$ cat src/rtl/cla_serial_adder_pkg.sv
// -----------------------------------------------------------------------------
// cla_serial_adder_pkg
// Shared definitions for the nibble-serial carry-lookahead adder.
//   SLICE_W     : width of the single lookahead slice reused every cycle
//   state_t     : controller state encoding (2'd3 is unused and recovers to IDLE)
//   signed_ovf  : two's-complement overflow from operand and result sign bits
// -----------------------------------------------------------------------------
package cla_serial_adder_pkg;

  localparam int SLICE_W = 4;

  typedef enum logic [1:0] {
    IDLE = 2'd0,
    RUN  = 2'd1,
    DONE = 2'd2
  } state_t;

  // Overflow happens only when both operands share a sign and the result
  // sign differs from it.
  function automatic logic signed_ovf(input logic a_msb,
                                      input logic b_msb,
                                      input logic s_msb);
    return (a_msb == b_msb) && (s_msb != a_msb);
  endfunction

endpackage

$ cat src/rtl/cla_serial_adder_cla4.sv
// -----------------------------------------------------------------------------
// cla4
// Purely combinational 4-bit carry-lookahead slice.
//   s  [3:0] : sum of a + b + ci
//   co       : carry out of bit 3
//   a  [3:0] : operand A nibble
//   b  [3:0] : operand B nibble
//   ci       : carry in to bit 0
// Every internal carry is a flat sum-of-products of generate/propagate terms,
// so no carry ripples through another bit's sum logic.
// -----------------------------------------------------------------------------
module cla4
  import cla_serial_adder_pkg::*;
(
  output logic [SLICE_W-1:0] s,
  output logic               co,
  input  logic [SLICE_W-1:0] a,
  input  logic [SLICE_W-1:0] b,
  input  logic               ci
);

  logic [SLICE_W-1:0] g;
  logic [SLICE_W-1:0] p;
  logic [SLICE_W:0]   c;

  genvar gi;
  generate
    for (gi = 0; gi < SLICE_W; gi++) begin : g_gp
      assign g[gi] = a[gi] & b[gi];
      assign p[gi] = a[gi] ^ b[gi];
    end
  endgenerate

  // Lookahead carries, each expressed directly in terms of g, p and ci.
  assign c[0] = ci;
  assign c[1] = g[0] | (p[0] & ci);
  assign c[2] = g[1] | (p[1] & g[0]) | (p[1] & p[0] & ci);
  assign c[3] = g[2] | (p[2] & g[1]) | (p[2] & p[1] & g[0])
              | (p[2] & p[1] & p[0] & ci);
  assign c[4] = g[3] | (p[3] & g[2]) | (p[3] & p[2] & g[1])
              | (p[3] & p[2] & p[1] & g[0])
              | (p[3] & p[2] & p[1] & p[0] & ci);

  generate
    for (gi = 0; gi < SLICE_W; gi++) begin : g_sum
      assign s[gi] = p[gi] ^ c[gi];
    end
  endgenerate

  assign co = c[SLICE_W];

endmodule

$ cat src/rtl/cla_serial_adder.sv
// -----------------------------------------------------------------------------
// cla_serial_adder
// WIDTH-bit adder that pushes the operands through one cla4 slice, one nibble
// per cycle, least-significant nibble first, with a registered carry between
// nibbles.  Latency from accepted start to done is WIDTH/4 cycles.
//   clk    : clock, all state on the rising edge
//   reset  : synchronous active-high reset, clears everything incl. results
//   start  : request an addition, only looked at in IDLE
//   a, b   : operands, captured on the accepted start
//   ci     : carry in, captured on the accepted start
//   busy   : high while the nibble loop is running
//   done   : one-cycle pulse when s/co/ovf are updated
//   s      : sum, held until the next result
//   co     : carry out of bit WIDTH-1
//   ovf    : two's-complement overflow
// -----------------------------------------------------------------------------
module cla_serial_adder
  import cla_serial_adder_pkg::*;
#(
  parameter int WIDTH = 32
) (
  input  logic             clk,
  input  logic             reset,
  input  logic             start,
  input  logic [WIDTH-1:0] a,
  input  logic [WIDTH-1:0] b,
  input  logic             ci,
  output logic             busy,
  output logic             done,
  output logic [WIDTH-1:0] s,
  output logic             co,
  output logic             ovf
);

  localparam int N     = WIDTH / SLICE_W;
  localparam int CNT_W = $clog2(N);
  localparam logic [CNT_W-1:0] LAST_CNT = CNT_W'(N - 1);

  state_t                    state_reg;
  logic [CNT_W-1:0]          cnt_reg;
  logic [WIDTH-1:0]          a_reg;
  logic [WIDTH-1:0]          b_reg;
  logic                      carry_reg;
  // The operand shift registers lose their MSBs, so the signs are kept aside
  // for the overflow decision at the end.
  logic                      a_msb_reg;
  logic                      b_msb_reg;
  // Holds the nibbles produced so far; the current nibble is appended on top.
  logic [WIDTH-SLICE_W-1:0]  acc_reg;
  logic                      busy_reg;
  logic                      done_reg;
  logic [WIDTH-1:0]          s_reg;
  logic                      co_reg;
  logic                      ovf_reg;

  logic [SLICE_W-1:0]        slice_s;
  logic                      slice_co;
  logic [WIDTH-1:0]          acc_full;

  cla4 u_cla4 (
    .s  (slice_s),
    .co (slice_co),
    .a  (a_reg[SLICE_W-1:0]),
    .b  (b_reg[SLICE_W-1:0]),
    .ci (carry_reg)
  );

  // Accumulator with this cycle's nibble shifted in from the top.  On the
  // last nibble this is exactly the full sum.
  assign acc_full = {slice_s, acc_reg};

  always_ff @(posedge clk) begin
    if (reset) begin
      state_reg <= IDLE;
      cnt_reg   <= '0;
      a_reg     <= '0;
      b_reg     <= '0;
      carry_reg <= 1'b0;
      a_msb_reg <= 1'b0;
      b_msb_reg <= 1'b0;
      acc_reg   <= '0;
      busy_reg  <= 1'b0;
      done_reg  <= 1'b0;
      s_reg     <= '0;
      co_reg    <= 1'b0;
      ovf_reg   <= 1'b0;
    end else begin
      case (state_reg)
        IDLE: begin
          done_reg <= 1'b0;
          busy_reg <= 1'b0;
          if (start) begin
            a_reg     <= a;
            b_reg     <= b;
            carry_reg <= ci;
            a_msb_reg <= a[WIDTH-1];
            b_msb_reg <= b[WIDTH-1];
            cnt_reg   <= '0;
            busy_reg  <= 1'b1;
            state_reg <= RUN;
          end
        end

        RUN: begin
          acc_reg   <= acc_full[WIDTH-1:SLICE_W];
          a_reg     <= {{SLICE_W{1'b0}}, a_reg[WIDTH-1:SLICE_W]};
          b_reg     <= {{SLICE_W{1'b0}}, b_reg[WIDTH-1:SLICE_W]};
          carry_reg <= slice_co;
          cnt_reg   <= cnt_reg + 1'b1;
          if (cnt_reg == LAST_CNT) begin
            s_reg     <= acc_full;
            co_reg    <= slice_co;
            ovf_reg   <= signed_ovf(a_msb_reg, b_msb_reg, slice_s[SLICE_W-1]);
            done_reg  <= 1'b1;
            busy_reg  <= 1'b0;
            state_reg <= DONE;
          end
        end

        DONE: begin
          done_reg  <= 1'b0;
          state_reg <= IDLE;
        end

        default: begin
          busy_reg  <= 1'b0;
          done_reg  <= 1'b0;
          state_reg <= IDLE;
        end
      endcase
    end
  end

  assign busy = busy_reg;
  assign done = done_reg;
  assign s    = s_reg;
  assign co   = co_reg;
  assign ovf  = ovf_reg;

endmodule

$ cat config.mk
export PLATFORM = sky130hd
export DESIGN_NAME = cla_serial_adder
export DESIGN_NICKNAME = d
export VERILOG_FILES = /design/src/rtl/cla_serial_adder_pkg.sv /design/src/rtl/cla_serial_adder_cla4.sv /design/src/rtl/cla_serial_adder.sv
export SDC_FILE = /design/constraint.sdc
export NUM_CORES = 1
export LEC_CHECK = 0
export CAP_MARGIN = 20
export CORE_MARGIN = 2
export CORE_UTILIZATION = 35
export DETAILED_ROUTE_END_ITERATION = 12
export PLACE_DENSITY_LB_ADDON = 0.3
export SETUP_SLACK_MARGIN = 0.3
export SLEW_MARGIN = 20
export SYNTH_ARGS = -nofsm -noshare
export SYNTH_HDL_FRONTEND = slang
export SYNTH_SLANG_ARGS = --single-unit
$ cat constraint.sdc
create_clock -name clk -period 2.6 [get_ports clk]
set_clock_uncertainty 0.2 [all_clocks]
set_input_delay 0.52 -clock clk [delete_from_list [all_inputs] [get_ports clk]]
set_output_delay 0.52 -clock clk [all_outputs]
set_load 0.01 [all_outputs]
Word-level counts from Yosys, hierarchy flattened --
Index checks and enable logic that the tools add are counted.
Storage, ports and cells: bits in registers 136, input port bits 68, logic and storage cells 84
Operators by class: $add $sub $neg 1, equality and inequality tests 7, multiplexer cells 14, bitwise gates (word level) 40, reduce and logical (&&, ||, !) cells 9
Operator list (number):
- 32-bit one-hot mux with 2 select lines | 2
- 32-bit two-way mux | 2
- 1-bit AND | 20
- 1-bit OR | 10
- 2-bit AND reduction | 5
- 1-bit bitwise XOR | 8
- 3-bit one-hot mux with 2 select lines | 1
- 2-bit two-way mux | 2
- 2-bit inequality test, second input constant | 2
- 2-bit one-hot mux with 2 select lines | 1
- 3-bit by 1-bit adder with 3-bit output, second input constant | 1
- 3-bit == test, second input constant | 1
- 1-bit two-way mux | 3
- 3-bit two-way mux | 1
- 1-bit one-hot mux with 3 select lines | 1
- 2-bit by 1-bit == test with 1-bit output, second input constant | 1
- 2-bit == test, second input constant | 1
- 2-bit zero test | 1
- 1-bit inverter | 2
- 1-bit one-hot mux with 2 select lines | 1
- 2-bit nonzero test | 1
- 2-bit OR reduction | 1
- 1-bit == test | 1
- 1-bit logical AND | 1
- 1-bit inequality test | 1

Depth between registers and ports, before layout --
depth in word-level cells 8, mapped depth 7, depth with buffers taken out 6

Hierarchy --
From an unflattened synthesis, not the netlist that was laid out.
Unflattened totals: cell total of the unflattened synthesis 613, area, all modules 5534.1 um^2
By module, submodules not included:
- cla_serial_adder | instances 1, cells each 593, area an instance 5363.9 um^2
- cla4 | instances 1, cells each 20, area an instance 170.2 um^2

Worst setup path before layout --
OpenSTA, ideal clock, no wires.
path type register to register, from register a_reg[0], to register ovf_reg (netlist: ovf), setup time 88 ps, arrival 1620 ps, required time 2312 ps, path slack 692 ps, stages on the path, launching flop included 6, path buffers 0, clock period less this slack 1908 ps, cells stage by stage dfxtp_1 ha_1 a211o_1 a211o_1 a31o_1 a311oi_2
Between the ends: cells in the longest elaborated chain, start to end 7, elaborated cells between the ends (all ways) 10, those cells by class 1 x eq/ne; 8 x bitwise; 1 x reduce/logical
Ends and longest elaborated chain:
- from (decl) | line cla_serial_adder.sv:41 | logic [WIDTH-1:0] a_reg;
- from (signal assigned) | line cla_serial_adder.sv:106 | a_reg <= {{SLICE_W{1'b0}}, a_reg[WIDTH-1:SLICE_W]};
- 1-bit AND / 1-bit bitwise XOR (equally long branches) | line cla_serial_adder_cla4.sv:29, cla_serial_adder_cla4.sv:30
- 1-bit AND, on equally long branches | line cla_serial_adder_cla4.sv:38, cla_serial_adder_cla4.sv:39
- 1-bit OR / 1-bit AND (equally long branches) | line cla_serial_adder_cla4.sv:38, cla_serial_adder_cla4.sv:39
- 1-bit OR * | line cla_serial_adder_cla4.sv:39 | | (p[2] & p[1] & p[0] & ci);
- 1-bit bitwise XOR * | line cla_serial_adder_cla4.sv:46 | assign s[gi] = p[gi] ^ c[gi];
- 1-bit inequality test * | line cla_serial_adder_pkg.sv:23 | return (a_msb == b_msb) && (s_msb != a_msb);
- 1-bit logical AND * | line cla_serial_adder_pkg.sv:23
- to (signal assigned) | line cla_serial_adder.sv:113 | ovf_reg <= signed_ovf(a_msb_reg, b_msb_reg, slice_s[SLICE_W-1]);
- to (decl) | line cla_serial_adder.sv:54 | logic ovf_reg;
Every way passes the cells marked *; elsewhere a longest branch is shown, timed or not. A chain may end at the register's enable or synchronous reset.

Worst setup path in the final report --
from register busy_reg (netlist: busy), to output busy
RTL lines:
- from (decl) | line cla_serial_adder.sv:50 | logic busy_reg;
- from (signal assigned) | line cla_serial_adder.sv:82 | busy_reg <= 1'b0;
- from (signal assigned) | line cla_serial_adder.sv:91 | busy_reg <= 1'b0;
- from (signal assigned) | line cla_serial_adder.sv:99 | busy_reg <= 1'b1;
- to (decl) | line cla_serial_adder.sv:28 | output logic busy,
No word-level cell between the ends.

==> summary.txt <==
Placement
  – Port-buffer cells: 103
  – HPWL after DPL: 7970 µm
  – Placer Congestion: 0.749

Worst setup path
  – Critical Path AT: 1330 ps
  – CP startpoint kind: flip-flop
  – Worst stage delay on the critical path: 550 ps
  – Slowest cell on the critical path: clkdlybuf4s50_1
  – Crit. End Element: output port
  – Crit path max-delay family: buffers and inverters
  – CP Buf/Inv Count: 1
  – Crit Path Class: reg2out
  – Worst path cell trace: clkdlybuf4s50_1
  – CP Max Fanout: 3
  – Critical Path RT: 1880 ps

Timing
  – Final hold vios: 0
  – Fin Hold WS: 249 ps
  – Setup violations, final: 0
  – Slew margin rel.: 73.8%
  – Final min period: 2050 ps
  – Setup tns final: 0 ps
  – Final Max Slew Viols: 0
  – Max Freq: 487 MHz
  – Worst-Margin Slew: 393 ps
  – RSZ-0062 raised after global routing: no
  – Final worst path period share: 78.9%

Die
  – Die Ht: 128 µm
  – Die area: 16400 µm²
  – Rows: 45
  – Core ar.: 15100 µm²
  – I/O Pins: 104
  – Initial Util: 35.6%
  – Die width: 128 µm

Route
  – Drt first pass iters: 4
  – Vias per cell: 4.92
  – Post-DRT Antenna Nets: 0
  – Initial DRC Count: 312
  – Final WL: 12600 µm
  – Drt drc: 0
  – WL/cell: 13.1 µm
  – DR vias: 4734

Yosys
  – Post-synthesis sequential area ratio: 50.5%
  – Post-synthesis cell area: 5400 µm²
  – Syn_nets: 761
  – Synthesized instance count: 686
  – Synth cell types: 35
  – Ys Warns: 0
  – Synth Area per Inst: 7.87 µm²
  – #FFs+latches synth: 136

Clocking
  – Htree depth: 4
  – Clk_lat worst skew: 410 ps
  – CTS Buffer Depth: 2
  – Clk Tree Root Cell: clkbuf_16
  – Post-CTS Hold Buffers: 0
  – Total CTS buffers: 17
  – Post-CTS setup buffer count: 0
  – Post_cts resized: 0
  – Clk sinks: 136
  – Clock slew at reported path FFs: 60 ps
  – CTS tree: done

Finish
  – Layout cells sized above 1: 6.45%
  – Multi-input gate area: 2410 µm²
  – Fillers: 1504
  – Total area of sequential cells: 2720 µm²
  – Area Overhead vs Synth: 32.5%
  – Final Core Density: 47.2%
  – N_diodes: 0
  – Final nets: 837

Pwr
  – Peak supply drop: 0.443 mV
  – Total power: 5.04 mW
  – Power density over cell area: 705 nW/µm²
  – Leakage: 2.57 nW

Outcome
  – Status: complete, no violations

Global routing
  – Vias in the first global route: 4341
  – First-pass GRT wire length: 21000 µm
  – Initial antenna violation count: 0
  – Total gr overflow: 0
  – GR Util All Layers: 15.9%
  – Largest net degree at the start of global routing: 68

Hold path
  – Hold Crit Class: reg2reg

Run
  – Max Cap Violations: 0
cell usage in the layout, fill, tap and decap left out, types with 7 or more instances in the layout:
| cell | netlist | layout |
|---|---|---|
| clkdlybuf4s50_1 | 0 | 102 |
| buf_12 | 0 | 7 |
| clkinv_2 | 0 | 7 |
| nand3_1 | 10 | 10 |
| dfxtp_1 | 136 | 136 |
| a21oi_1 | 74 | 74 |
| a311oi_1 | 56 | 56 |
| clkbuf_16 | 0 | 17 |
| nor2_1 | 70 | 70 |
| nand2_1 | 242 | 242 |
per-layer routing:
| metal | up-vias | track usage, % | routed length [µm] |
|---|---|---|---|
| met4 | 0 | 5.24 | 119 |
| met2 | 103 | 24.8 | 5700 |
| met1 | 2151 | 21.1 | 6220 |
| met3 | 13 | 4.72 | 568 |
| li1 | 2467 | - | - |
| met5 | - | 0 | 0 |
area by class of cell:
type | count | share of cell area, %
clock buffer | 23 | 6.83
clock inverter | 9 | 1.02
inverter | 6 | 0.315
multi-input combinational | 487 | 33.7
sequential | 136 | 38.1
tap | 188 | 3.29
timing repair buffer | 114 | 16.8
report_power, final:
part | switching (mW) | internal, mW
Sequential | 0.0657 | 2.19
Combinational | 0.285 | 0.241
Clock | 0.847 | 1.40
final timing paths:
kind                                start                end  cells after the start  slack (ps)
setup reg to reg    b_reg[0]$_SDFFE_PP0P_   ovf$_SDFFE_PP0P_                      5         570
hold reg to reg   acc_reg[3]$_SDFFE_PP0P_  s[3]$_SDFFE_PP0P_                      2         250
setup / recovery        busy$_SDFFE_PP0P_               busy                      1         550
hold / removal    acc_reg[3]$_SDFFE_PP0P_  s[3]$_SDFFE_PP0P_                      2         250
synth_stat cells:
cell / number / area, µm²
buf_4: 7 / 52.6
inv_1: 6 / 22.5
ha_1: 6 / 75.1
a31o_1: 1 / 8.76
nor3b_2: 1 / 12.5
o21ai_0: 1 / 5.00
nand4b_1: 1 / 8.76
or2_2: 1 / 6.26
dfxtp_1: 136 / 2720
and4_1: 1 / 8.76
fa_1: 1 / 20.0
nand3_1: 10 / 50.1
a31o_2: 1 / 8.76
buf_2: 15 / 75.1
a311oi_2: 1 / 15.0
nor3b_1: 1 / 7.51
and2_1: 1 / 6.26
nand2b_1: 2 / 12.5
a21o_2: 1 / 8.76
nor2b_1: 1 / 6.26
clkbuf_1: 33 / 124
o21a_2: 1 / 8.76
nand2_1: 242 / 908
buf_1: 2 / 7.51
nand3b_1: 1 / 7.51
a211oi_1: 2 / 15.0
nor3_1: 2 / 10.0
a31oi_1: 1 / 6.26
xnor2_1: 1 / 8.76
a21oi_1: 74 / 370
nand4_1: 3 / 18.8
nor2_1: 70 / 263
a22oi_1: 1 / 7.51
a211o_1: 2 / 17.5
a311oi_1: 56 / 490
per-stage QoR:
stage | setup slack (ps) | instances | cell area [µm²]
floorplan | 692 | 686 | 5400
global placement | 382 | 931 | 6590
global route | 453 | 963 | 7150
CTS | 520 | 963 | 7150
finish | 548 | 963 | 7150
detailed placement | 351 | 931 | 6590
kinds of logic (layout without fill, tap and decap cells):
kind of cell	Yosys count	in the layout	share of synthesized area, %
compound gates	142	142	17.8
flops	136	136	50.5
simple gates	337	337	24.6
xor+xnor	1	1	0.162
fa+ha+maj	7	7	1.76
buf+inv	63	152	5.22
(Power assumes the default switching activity.)
